==> src/rtl/q_ms_writer.sv <==
// Measurement-result writer: pairs queued measure requests with readout bits
// and drives the two-phase address/data write into the measurement regfile.
module q_ms_writer #(
  parameter int DEPTH = 4
) (
  input  logic                     clk,
  input  logic                     reset_n,
  input  logic                     meas_req,
  input  logic [4:0]               meas_qubit,
  output logic                     meas_ready,
  input  logic                     res_valid,
  input  logic                     res_bit,
  output logic                     wr_en,
  output logic [4:0]               wr_addr,
  output logic                     wr_valid,
  output logic                     wr_data,
  output logic [$clog2(DEPTH):0]   pending,
  output logic                     busy,
  output logic                     err_orphan,
  input  logic                     err_clr
);

  localparam int AW = $clog2(DEPTH);
  localparam int CW = AW + 1;
  localparam logic [CW-1:0] FULL = CW'(DEPTH);

  localparam logic [2:0] S_IDLE = 3'd0;
  localparam logic [2:0] S_ADDR = 3'd1;
  localparam logic [2:0] S_WAIT = 3'd2;
  localparam logic [2:0] S_DATA = 3'd3;
  localparam logic [2:0] S_GAP  = 3'd4;

  logic [4:0]    r_amem [DEPTH];
  logic          r_rmem [DEPTH];
  logic [AW-1:0] r_awp;
  logic [AW-1:0] r_arp;
  logic [AW-1:0] r_rwp;
  logic [AW-1:0] r_rrp;
  logic [CW-1:0] r_acnt;
  logic [CW-1:0] r_rcnt;
  logic [CW-1:0] r_out;
  logic [2:0]    r_st;
  logic          r_wr_en;
  logic [4:0]    r_wr_addr;
  logic          r_wr_valid;
  logic          r_wr_data;
  logic          r_err;

  logic w_afull;
  logic w_aempty;
  logic w_rempty;
  logic w_acc;
  logic w_res_ok;
  logic w_orphan;
  logic w_pop;

  assign w_afull  = (r_acnt == FULL);
  assign w_aempty = (r_acnt == '0);
  assign w_rempty = (r_rcnt == '0);
  assign w_acc    = meas_req & ~w_afull;
  // a result pairs if something is outstanding or a request lands this cycle
  assign w_res_ok = res_valid & ((r_out != '0) | w_acc);
  assign w_orphan = res_valid & ~w_res_ok;
  assign w_pop    = (r_st == S_DATA);

  always_ff @(posedge clk) begin
    if (w_acc) r_amem[r_awp] <= meas_qubit;
    if (w_res_ok) r_rmem[r_rwp] <= res_bit;
  end

  always_ff @(posedge clk or negedge reset_n) begin
    if (!reset_n) begin
      r_awp  <= '0;
      r_arp  <= '0;
      r_rwp  <= '0;
      r_rrp  <= '0;
      r_acnt <= '0;
      r_rcnt <= '0;
      r_out  <= '0;
    end else begin
      if (w_acc) r_awp <= r_awp + 1'b1;
      if (w_res_ok) r_rwp <= r_rwp + 1'b1;
      if (w_pop) begin
        r_arp <= r_arp + 1'b1;
        r_rrp <= r_rrp + 1'b1;
      end
      r_acnt <= r_acnt + CW'(w_acc) - CW'(w_pop);
      r_rcnt <= r_rcnt + CW'(w_res_ok) - CW'(w_pop);
      r_out  <= r_out + CW'(w_acc) - CW'(w_res_ok);
    end
  end

  always_ff @(posedge clk or negedge reset_n) begin
    if (!reset_n) begin
      r_st       <= S_IDLE;
      r_wr_en    <= 1'b0;
      r_wr_addr  <= '0;
      r_wr_valid <= 1'b0;
      r_wr_data  <= 1'b0;
    end else begin
      unique case (r_st)
        S_IDLE: begin
          if (!w_aempty) begin
            r_st      <= S_ADDR;
            r_wr_en   <= 1'b1;
            r_wr_addr <= r_amem[r_arp];
          end
        end
        S_ADDR: begin
          r_st    <= S_WAIT;
          r_wr_en <= 1'b0;
        end
        S_WAIT: begin
          if (!w_rempty) begin
            r_st       <= S_DATA;
            r_wr_valid <= 1'b1;
            r_wr_data  <= r_rmem[r_rrp];
          end
        end
        S_DATA: begin
          r_st       <= S_GAP;
          r_wr_valid <= 1'b0;
        end
        S_GAP: begin
          // count already reflects the pop done on leaving DATA
          if (!w_aempty) begin
            r_st      <= S_ADDR;
            r_wr_en   <= 1'b1;
            r_wr_addr <= r_amem[r_arp];
          end else begin
            r_st <= S_IDLE;
          end
        end
        default: begin
          r_st       <= S_IDLE;
          r_wr_en    <= 1'b0;
          r_wr_valid <= 1'b0;
        end
      endcase
    end
  end

  always_ff @(posedge clk or negedge reset_n) begin
    if (!reset_n) r_err <= 1'b0;
    else if (w_orphan) r_err <= 1'b1;
    else if (err_clr) r_err <= 1'b0;
  end

  assign meas_ready = ~w_afull;
  assign wr_en      = r_wr_en;
  assign wr_addr    = r_wr_addr;
  assign wr_valid   = r_wr_valid;
  assign wr_data    = r_wr_data;
  assign pending    = r_acnt;
  assign busy       = (r_acnt != '0) | (r_st != S_IDLE);
  assign err_orphan = r_err;

endmodule

==> config.mk <==
export PLATFORM = sky130hd
export DESIGN_NAME = q_ms_writer
export DESIGN_NICKNAME = d
export VERILOG_FILES = /design/src/rtl/q_ms_writer.sv
export SDC_FILE = /design/constraint.sdc
export NUM_CORES = 1
export LEC_CHECK = 0
export CAP_MARGIN = 40
export CORE_ASPECT_RATIO = 1.75
export CORE_MARGIN = 2
export CORE_UTILIZATION = 25
export DETAILED_ROUTE_END_ITERATION = 7
export GPL_TIMING_DRIVEN = 0
export PLACE_DENSITY = 0.43
export RECOVER_POWER = 100
export REMOVE_ABC_BUFFERS = 1
export SYNTH_ARGS = -nofsm -noshare
export SYNTH_HDL_FRONTEND = slang
export SYNTH_SLANG_ARGS = --single-unit
==> constraint.sdc <==
create_clock -name clk -period 2.7 [get_ports clk]
set_clock_uncertainty 0.05 [all_clocks]
set_input_delay 0.405 -clock clk [delete_from_list [all_inputs] [get_ports clk]]
set_output_delay 0.405 -clock clk [all_outputs]
set_load 0.02 [all_outputs]
==> results of run 1 <==
## worst max-delay path by stage
stage                     startpoint        end  slack (ps)
final                      res_valid  r_rcnt[2]         200
after global routing      pending[2]   r_out[2]         -10
after CTS                 pending[2]   r_out[2]         160
after detailed placement    meas_req   r_out[2]        -280
after global placement      meas_req   r_out[2]        -260
after floorplan           pending[2]   r_out[2]         290
## registers in the layout, indices dropped and copies added, names as in the netlist
signal	count
wr_data	1
r_out	3
r_arp	2
r_awp	2
r_rcnt	3
wr_valid	1
err_orphan	1
wr_addr	5
r_st	3
wr_en	1
r_rrp	2
r_rwp	2
r_rmem	4
r_amem	20
pending	3
## cells in the final DEF, fill, tap and decap left out, types with 2 or more instances in the layout
cell type	Yosys	layout
dfrtp_1	29	29
edfxtp_1	24	24
inv_1	19	19
clkdlybuf4s50_1	0	17
ha_1	14	14
xnor2_1	11	11
and2_1	8	8
mux2_4	6	6
dlygate4sd3_1	0	6
clkbuf_16	0	5
nand2_1	4	4
mux4_2	4	4
fa_1	3	3
or3_1	2	2
and3b_1	2	2
nor3_1	2	2
nor2_1	2	2
nand3b_1	2	2
o32ai_1	2	2
xor2_1	2	2
mux4_1	2	2
clkbuf_1	1	2
## worst reg2reg max path, cell delays in order, from the launching register on
cell	delay, ps
dfrtp_1	440
nor3b_2	220
o2bb2ai_2	380
inv_1	100
ha_1	290
inv_1	30
ha_1	180
fa_1	380
xnor2_1	200
xnor2_1	140
## layer usage
metal / up-vias / track usage (%) / share of wire [%]
met5: - / 0 / 0
met1: 602 / 10.52 / 42
met3: 7 / 2.033 / 3.1
li1: 582 / - / -
met4: 0 / 5.060 / 3.0
met2: 21 / 14.42 / 52
## power groups by stage
| stage | Sequential (mW) | Clock [mW] | Combinational [mW] |
|---|---|---|---|
| 6_report | 1.43 | 0.739 | 1.31 |
| 2_1_floorplan | 1.49 | 0 | 0.855 |
| 5_1_grt | 1.49 | 0.797 | 1.50 |
| 4_1_cts | 1.44 | 0.772 | 1.35 |
| 3_5_place_dp | 1.45 | 0 | 1.35 |
| 3_3_place_gp | 1.45 | 0 | 1.31 |
## area by class of cell
class                      count  area, um^2  share of cell area [%]
clock inverter                 1       30.03                   1.034
clock buffer                   7       142.6                   4.914
timing repair buffer          24       234.0                   8.060
sequential                    53        1446                   49.83
multi-input combinational     77       825.8                   28.45
tap                          122       152.6                   5.259
inverter                      19       71.32                   2.457
## metrics by stage
stage | TNS (ps) | setup slack (ps) | utilization [%] | instance area [um^2]
3_5_place_dp | -874.7 | -278.8 | 29.13 | 2724
6_report | 0 | 199.7 | 31.05 | 2903
2_1_floorplan | 0 | 289.0 | - | 2336
5_1_grt | -11.87 | -11.87 | 31.05 | 2903
4_1_cts | 0 | 162.4 | 31.01 | 2899
3_3_place_gp | -722.4 | -264.3 | 29.19 | 2729
## cells by family (layout without fill, tap and decap cells)
kind of cell             count (synthesis)  count (layout)
AO/OA/AOI/OAI                            6               6
XOR/XNOR                                13              13
adder cells (fa/ha/maj)                 17              17
buffers and inverters                   26              51
flip-flops                              53              53
multiplexers                            14              14
AND/OR/NAND/NOR                         27              27
## cell usage after synthesis, types with 2 or more instances
master	n	area (um^2)
dfrtp_1	29	725.7
edfxtp_1	24	720.7
inv_1	19	71.32
ha_1	14	175.2
xnor2_1	11	96.34
and2_1	8	50.05
mux2_4	6	90.09
mux4_2	4	90.09
nand2_1	4	15.01
buf_6	3	33.78
fa_1	3	60.06
and3b_1	2	17.52
buf_2	2	10.01
mux4_1	2	52.55
nand3b_1	2	15.01
nor2_1	2	7.510
nor2b_1	2	12.51
nor3_1	2	10.01
o32ai_1	2	17.52
or3_1	2	12.51
xor2_1	2	17.52
==> run metrics, run 1 <==
crit path DAT approximately 2700 ps; row cnt 47; Avg WL per Cell around 13 um; dpl cells roughly 300; Total GRT Usage about 8.8%; initial antenna violation count 0; Syn Area/Cell 15.30 um^2; clk_lat worst skew ~290 ps; largest net degree at the start of global routing 30; post-synthesis sequential area ratio 60.59%; # clock sinks 53; routed vias between 1000 and 1500; violated checks capacitance limit, slew limit; first-pass GRT wire length a little under 7 mm; worst-path fanout max 8; Post-CTS Setup Inserts 0; Flop pwr share between 40% and 50%; Filler cells between 900 and 1000; H-tree Lvls 2; r2r setup slk 220 ps; Die Height roughly 130 um; Slew @ Worst Pin between 1500 and 2000 ps; fin crit share 92.60%; total power around 3.5 mW; Most used DFF post-synth dfrtp_1; minimum clock period 2500 ps; Buffers on Ports 24; Via density 4.000; number of synthesized flops with an enable pin 24; Max Slew Vio Count 30; Hold-fix buffers, CTS 0; Sw Ratio roughly a third; PD cells between 1000 and 1500 mW/mm^2; routed wire length 3.943 mm; count of cell types in the netlist 32; Core Footprint ~0.0094 mm^2; Initial Util between 20% and 30%; worst-path cell chain clkdlybuf4s50_1 > nand2_1 > o2bb2ai_2 > inv_1 > ha_1 > inv_1 > ha_1 > fa_1 > xnor2_1 > xnor2_1; Remaining Overflow, GRT 0; CTS tree yes; area delta synth->final 21.59%; top cell family by delay on the critical path adder cells; FFs w/ async S/R, synth between 50 and 60%; leakage power figure about 1.2 nW; worst r2r src pending[2]; CTS Root Cell clkbuf_16; CTS buffer count 5; hpwl dp 2.882 mm; YS warnings 0; non-filler instance count after layout between 300 and 400; # DRC 0; slowest cell delay on critical path 520 ps; Startpoint Class input pin; Final setup viols 0; Achievable Freq 400.0 MHz; GPL Wtd Cong about 0.65; Synth Area in XOR/XNOR roughly 4.8%; Worst setup EP type flip-flop; Pre-antenna DRT Iters 3; worst hold path type flip-flop to flip-flop; MaxCap Viol Count 1; Power Internal roughly 2.4 mW; largest family of logic cells by synthesized area multiplexers; Nets roughly 210; share of cells above drive strength 1 between 10 and 15%; reg2reg end r_rcnt[2]; Die Wd 77.87 um; Psw around 1.1 mW; Register-to-Register Path Depth 9; clock-pin transition on the worst setup and hold timing paths ~70 ps; depth of the worst hold-timing path 1; Post-Synthesis Cells about 160; hold wc startpoint r_rrp[1]; initial DRC count 40; Hold Path End r_rrp[1]; DIE AREA just over 0.01 mm^2; Inserted Diodes 0; Synth Area in Compound Gates slightly above 2%; CP max-delay cell clkdlybuf4s50_1; status complete, but fails checks; number of global-route vias before repair about 1300; Synth Register Bits 53; clock power share between 20% and 30%; Post-Synth Adder-Cell Area between 9 and 10%; worst path buffer plus inverter count 3; simple-gate share of the synthesized area a little under 7%; worst hold slack roughly 450 ps; CP Data Required Time ~2900 ps; IO Count 25; DRT antenna net count 0; worst setup path category input pin to flip-flop; VDD IR max 355.2 uV; Comb pwr share between 30 and 40%; Crit path depth 10; mux cell area share after synthesis around a tenth; Slew HR -8.908%; Fin. Hold Viols 0; # resized after CTS 1; Max Root-Sink Buffers 2; mapped cell area 0.002387 mm^2
Note: power is estimated with default switching activity, not from simulation.
==> inputs of run 2 (changes only) <==
--- a/config.mk
+++ b/config.mk
@@ -13,7 +13,6 @@
 export GPL_TIMING_DRIVEN = 0
 export PLACE_DENSITY = 0.43
 export RECOVER_POWER = 100
-export REMOVE_ABC_BUFFERS = 1
 export SYNTH_ARGS = -nofsm -noshare
 export SYNTH_HDL_FRONTEND = slang
 export SYNTH_SLANG_ARGS = --single-unit
==> run 2 against run 1 <==
The run still ends with capacitance limit, slew limit left. Sequential power shrank 5%. Global-route usage shrank 0.10 points. Final cell count grew 2.3%. First-iteration DRC count grew 40%. Core utilization grew 0.094 points. Die area is the same. Via count shrank 1.9%. Clock power shrank 14%. Critical path type is now flip-flop to flip-flop. Critical endpoint is now r_out[2]. Largest cell class unchanged. Highest routed layer unchanged.
==> run metrics, run 2 (synthesis results as in run 1) <==
routed wire length 3.956 mm (+0.33%); leakage power figure 1.156 nW (-1.6%); Filler cells 937 (+2.1%); # clock sinks 53 (unchanged); GPL Wtd Cong 0.6711 (+4.0%); CTS Root Cell clkbuf_16; r2r setup slk 250 ps (+30 ps); Startpoint Class flip-flop; Initial Util 25.53% (unchanged); Max Slew Vio Count 30 (unchanged); Slew @ Worst Pin 1639 ps (+5.860 ps); initial antenna violation count 0 (unchanged); worst-path fanout max 8 (unchanged); commonest cells after routing, fill and taps aside dfrtp_1 (29), edfxtp_1 (24), dlygate4sd3_1 (20), inv_1 (19), ha_1 (14); max reg flops 20 (unchanged); Max Root-Sink Buffers 2 (unchanged); Avg WL per Cell 12.76 um (-1.9%); most used cell, CP inv_1; post-synth net total ~180; row cnt 47 (unchanged); Worst setup EP type flip-flop; share of cells above drive strength 1 9.043% (-2.6 points); Slew HR -9.299% (-0.39 points); CP Launch Point pending[1]; Most flops, register r_amem; largest net degree at the start of global routing 30 (unchanged); initial DRC count 56 (+40%); Remaining Overflow, GRT 0 (unchanged); H-tree Lvls 2 (unchanged); first-pass GRT wire length 6.768 mm (-0.21%); Seq. cell area 0.001446 mm^2 (unchanged); worst setup path category flip-flop to flip-flop; CP max-delay cell dfrtp_1; Die Height 133.3 um (unchanged); routed vias 1189 (-1.9%); Core Footprint 0.009350 mm^2 (unchanged); Via density 3.835 (-4.1%); area of the multi-input gates 818.3 um^2 (-0.91%); Register-to-Register Path Depth 11 (+2); Hold-fix buffers, CTS 0 (unchanged); # DRC 0 (unchanged); PnR worst setup slack 254.3 ps (+54.62 ps); Total GRT Usage 8.717% (-0.10 points); MaxCap Viol Count 1 (unchanged); pre-CTS setup slack -123.4 ps (+155.5 ps); crit path to r_out[2]; violated checks capacitance limit, slew limit; IO Count 25 (unchanged); Final setup viols 0 (unchanged); worst-path cell chain nor3b_4 > nor2b_1 > buf_2 > inv_1 > ha_1 > inv_1 > ha_1 > inv_1 > fa_1 > xnor2_1 > xnor2_1; worst hold path type flip-flop to flip-flop; VDD IR max 287.3 uV (-19%); slowest cell delay on critical path 450 ps (-70 ps); number of global-route vias before repair 1333 (+5.5%); status complete, but fails checks; RSZ-0062 raised after global routing false; Final Util 31.14% (+0.094 points); most common cell after layout, fill and taps aside dfrtp_1; reg2reg end r_out[2]; hpwl dp 2.858 mm (-0.85%); PD cells 1149 mW/mm^2 (-4.1%); fin crit share 90.58% (-2.0 points); CP Data Required Time 2860 ps (about the same); area delta synth->final 21.96%; DIE AREA 0.01038 mm^2 (unchanged); crit path DAT 2610 ps (-50 ps); Fin. Hold Viols 0 (unchanged); worst r2r src pending[1]; Buffers on Ports 24 (unchanged); dpl cells 302 (+2.4%); Die Wd 77.87 um (unchanged); clk_lat worst skew 290 ps (about the same); worst hold slack 440.5 ps (-11.22 ps); Inserted Diodes 0 (unchanged); Pre-antenna DRT Iters 4 (+1); DRT antenna net count 0 (unchanged); depth of the worst hold-timing path 1 (unchanged); CTS buffer count 5 (unchanged); Nets 215 (+3.4%); Achievable Freq 408.9 MHz (+2.2%); minimum clock period 2446 ps (-54.62 ps); clock-pin transition on the worst setup and hold timing paths 60 ps (about the same); CTS tree yes; non-filler instance count after layout 310 (+2.3%)
-- run 2: cell types whose count changed in the layout (fill, tap and decap cells not counted), sizes merged --
cell / before / now
clkdlybuf4s50: 17 / 3
dlygate4sd3: 6 / 20
buf: 0 / 4
clkbuf: 8 / 12
bufinv: 1 / 0
-- run 2: per-layer routing --
| layer | GRT usage (%) | part of all wire (%) |
|---|---|---|
| met1 | 10.03 | 42 |
| met2 | 14.75 | 52 |
| met3 | 2.033 | 2.7 |
| met4 | 4.762 | 2.7 |
| met5 | 0 | 0 |
-- run 2: worst min-delay path by stage --
stage	start	to	slack (ps)
finish	r_rrp[1]	r_rrp[1]	440
global route	wr_addr[0]	wr_addr[0]	460
floorplan	reset_n	err_orphan	60
CTS	reset_n	r_rwp[0]	140
detailed placement	r_rrp[1]	r_rrp[1]	430
global placement	r_rrp[1]	r_rrp[1]	430
-- run 2: metrics by stage --
step / power, mW / area [um^2] / setup TNS [ps]
after floorplan: 2.415 / 2387 / 0
after global placement: 2.843 / 2780 / -111.6
after detailed placement: 2.872 / 2775 / -144.3
after CTS: 3.529 / 2922 / 0
after global routing: 3.628 / 2912 / 0
final: 3.346 / 2912 / 0
-- run 2: report_power, final --
part | switching (mW) | internal, mW | total [mW]
sequential | 0.187 | 1.17 | 1.36
clock | 0.267 | 0.370 | 0.637
combinational | 0.671 | 0.681 | 1.35
total | 1.12 | 2.22 | 3.35
-- run 2: what timing repair did --
item                                    4_1_cts  5_1_grt
setup buffers                                 0        0
gates resized for setup                       0        2
endpoints found under the setup margin        0        1
-- run 2: cell type report --
| cell class | instances | area share [%] |
|---|---|---|
| flip-flops and latches | 53 | 49.68 |
| inverters | 19 | 2.450 |
| well taps | 122 | 5.243 |
| multi-input cells | 77 | 28.10 |
| clock buffers | 8 | 5.028 |
| plain buffers | 7 | 1.461 |
| repair buffers | 24 | 8.036 |
-- run 2: worst max-delay path, delay by kind of cell, from the launching register on --
kind,cells,cell delay [ps]
buffers and inverters,4,400
flip-flops,1,450
adder cells (fa/ha/maj),3,740
XOR/XNOR,2,320
AND/OR/NAND/NOR,2,410
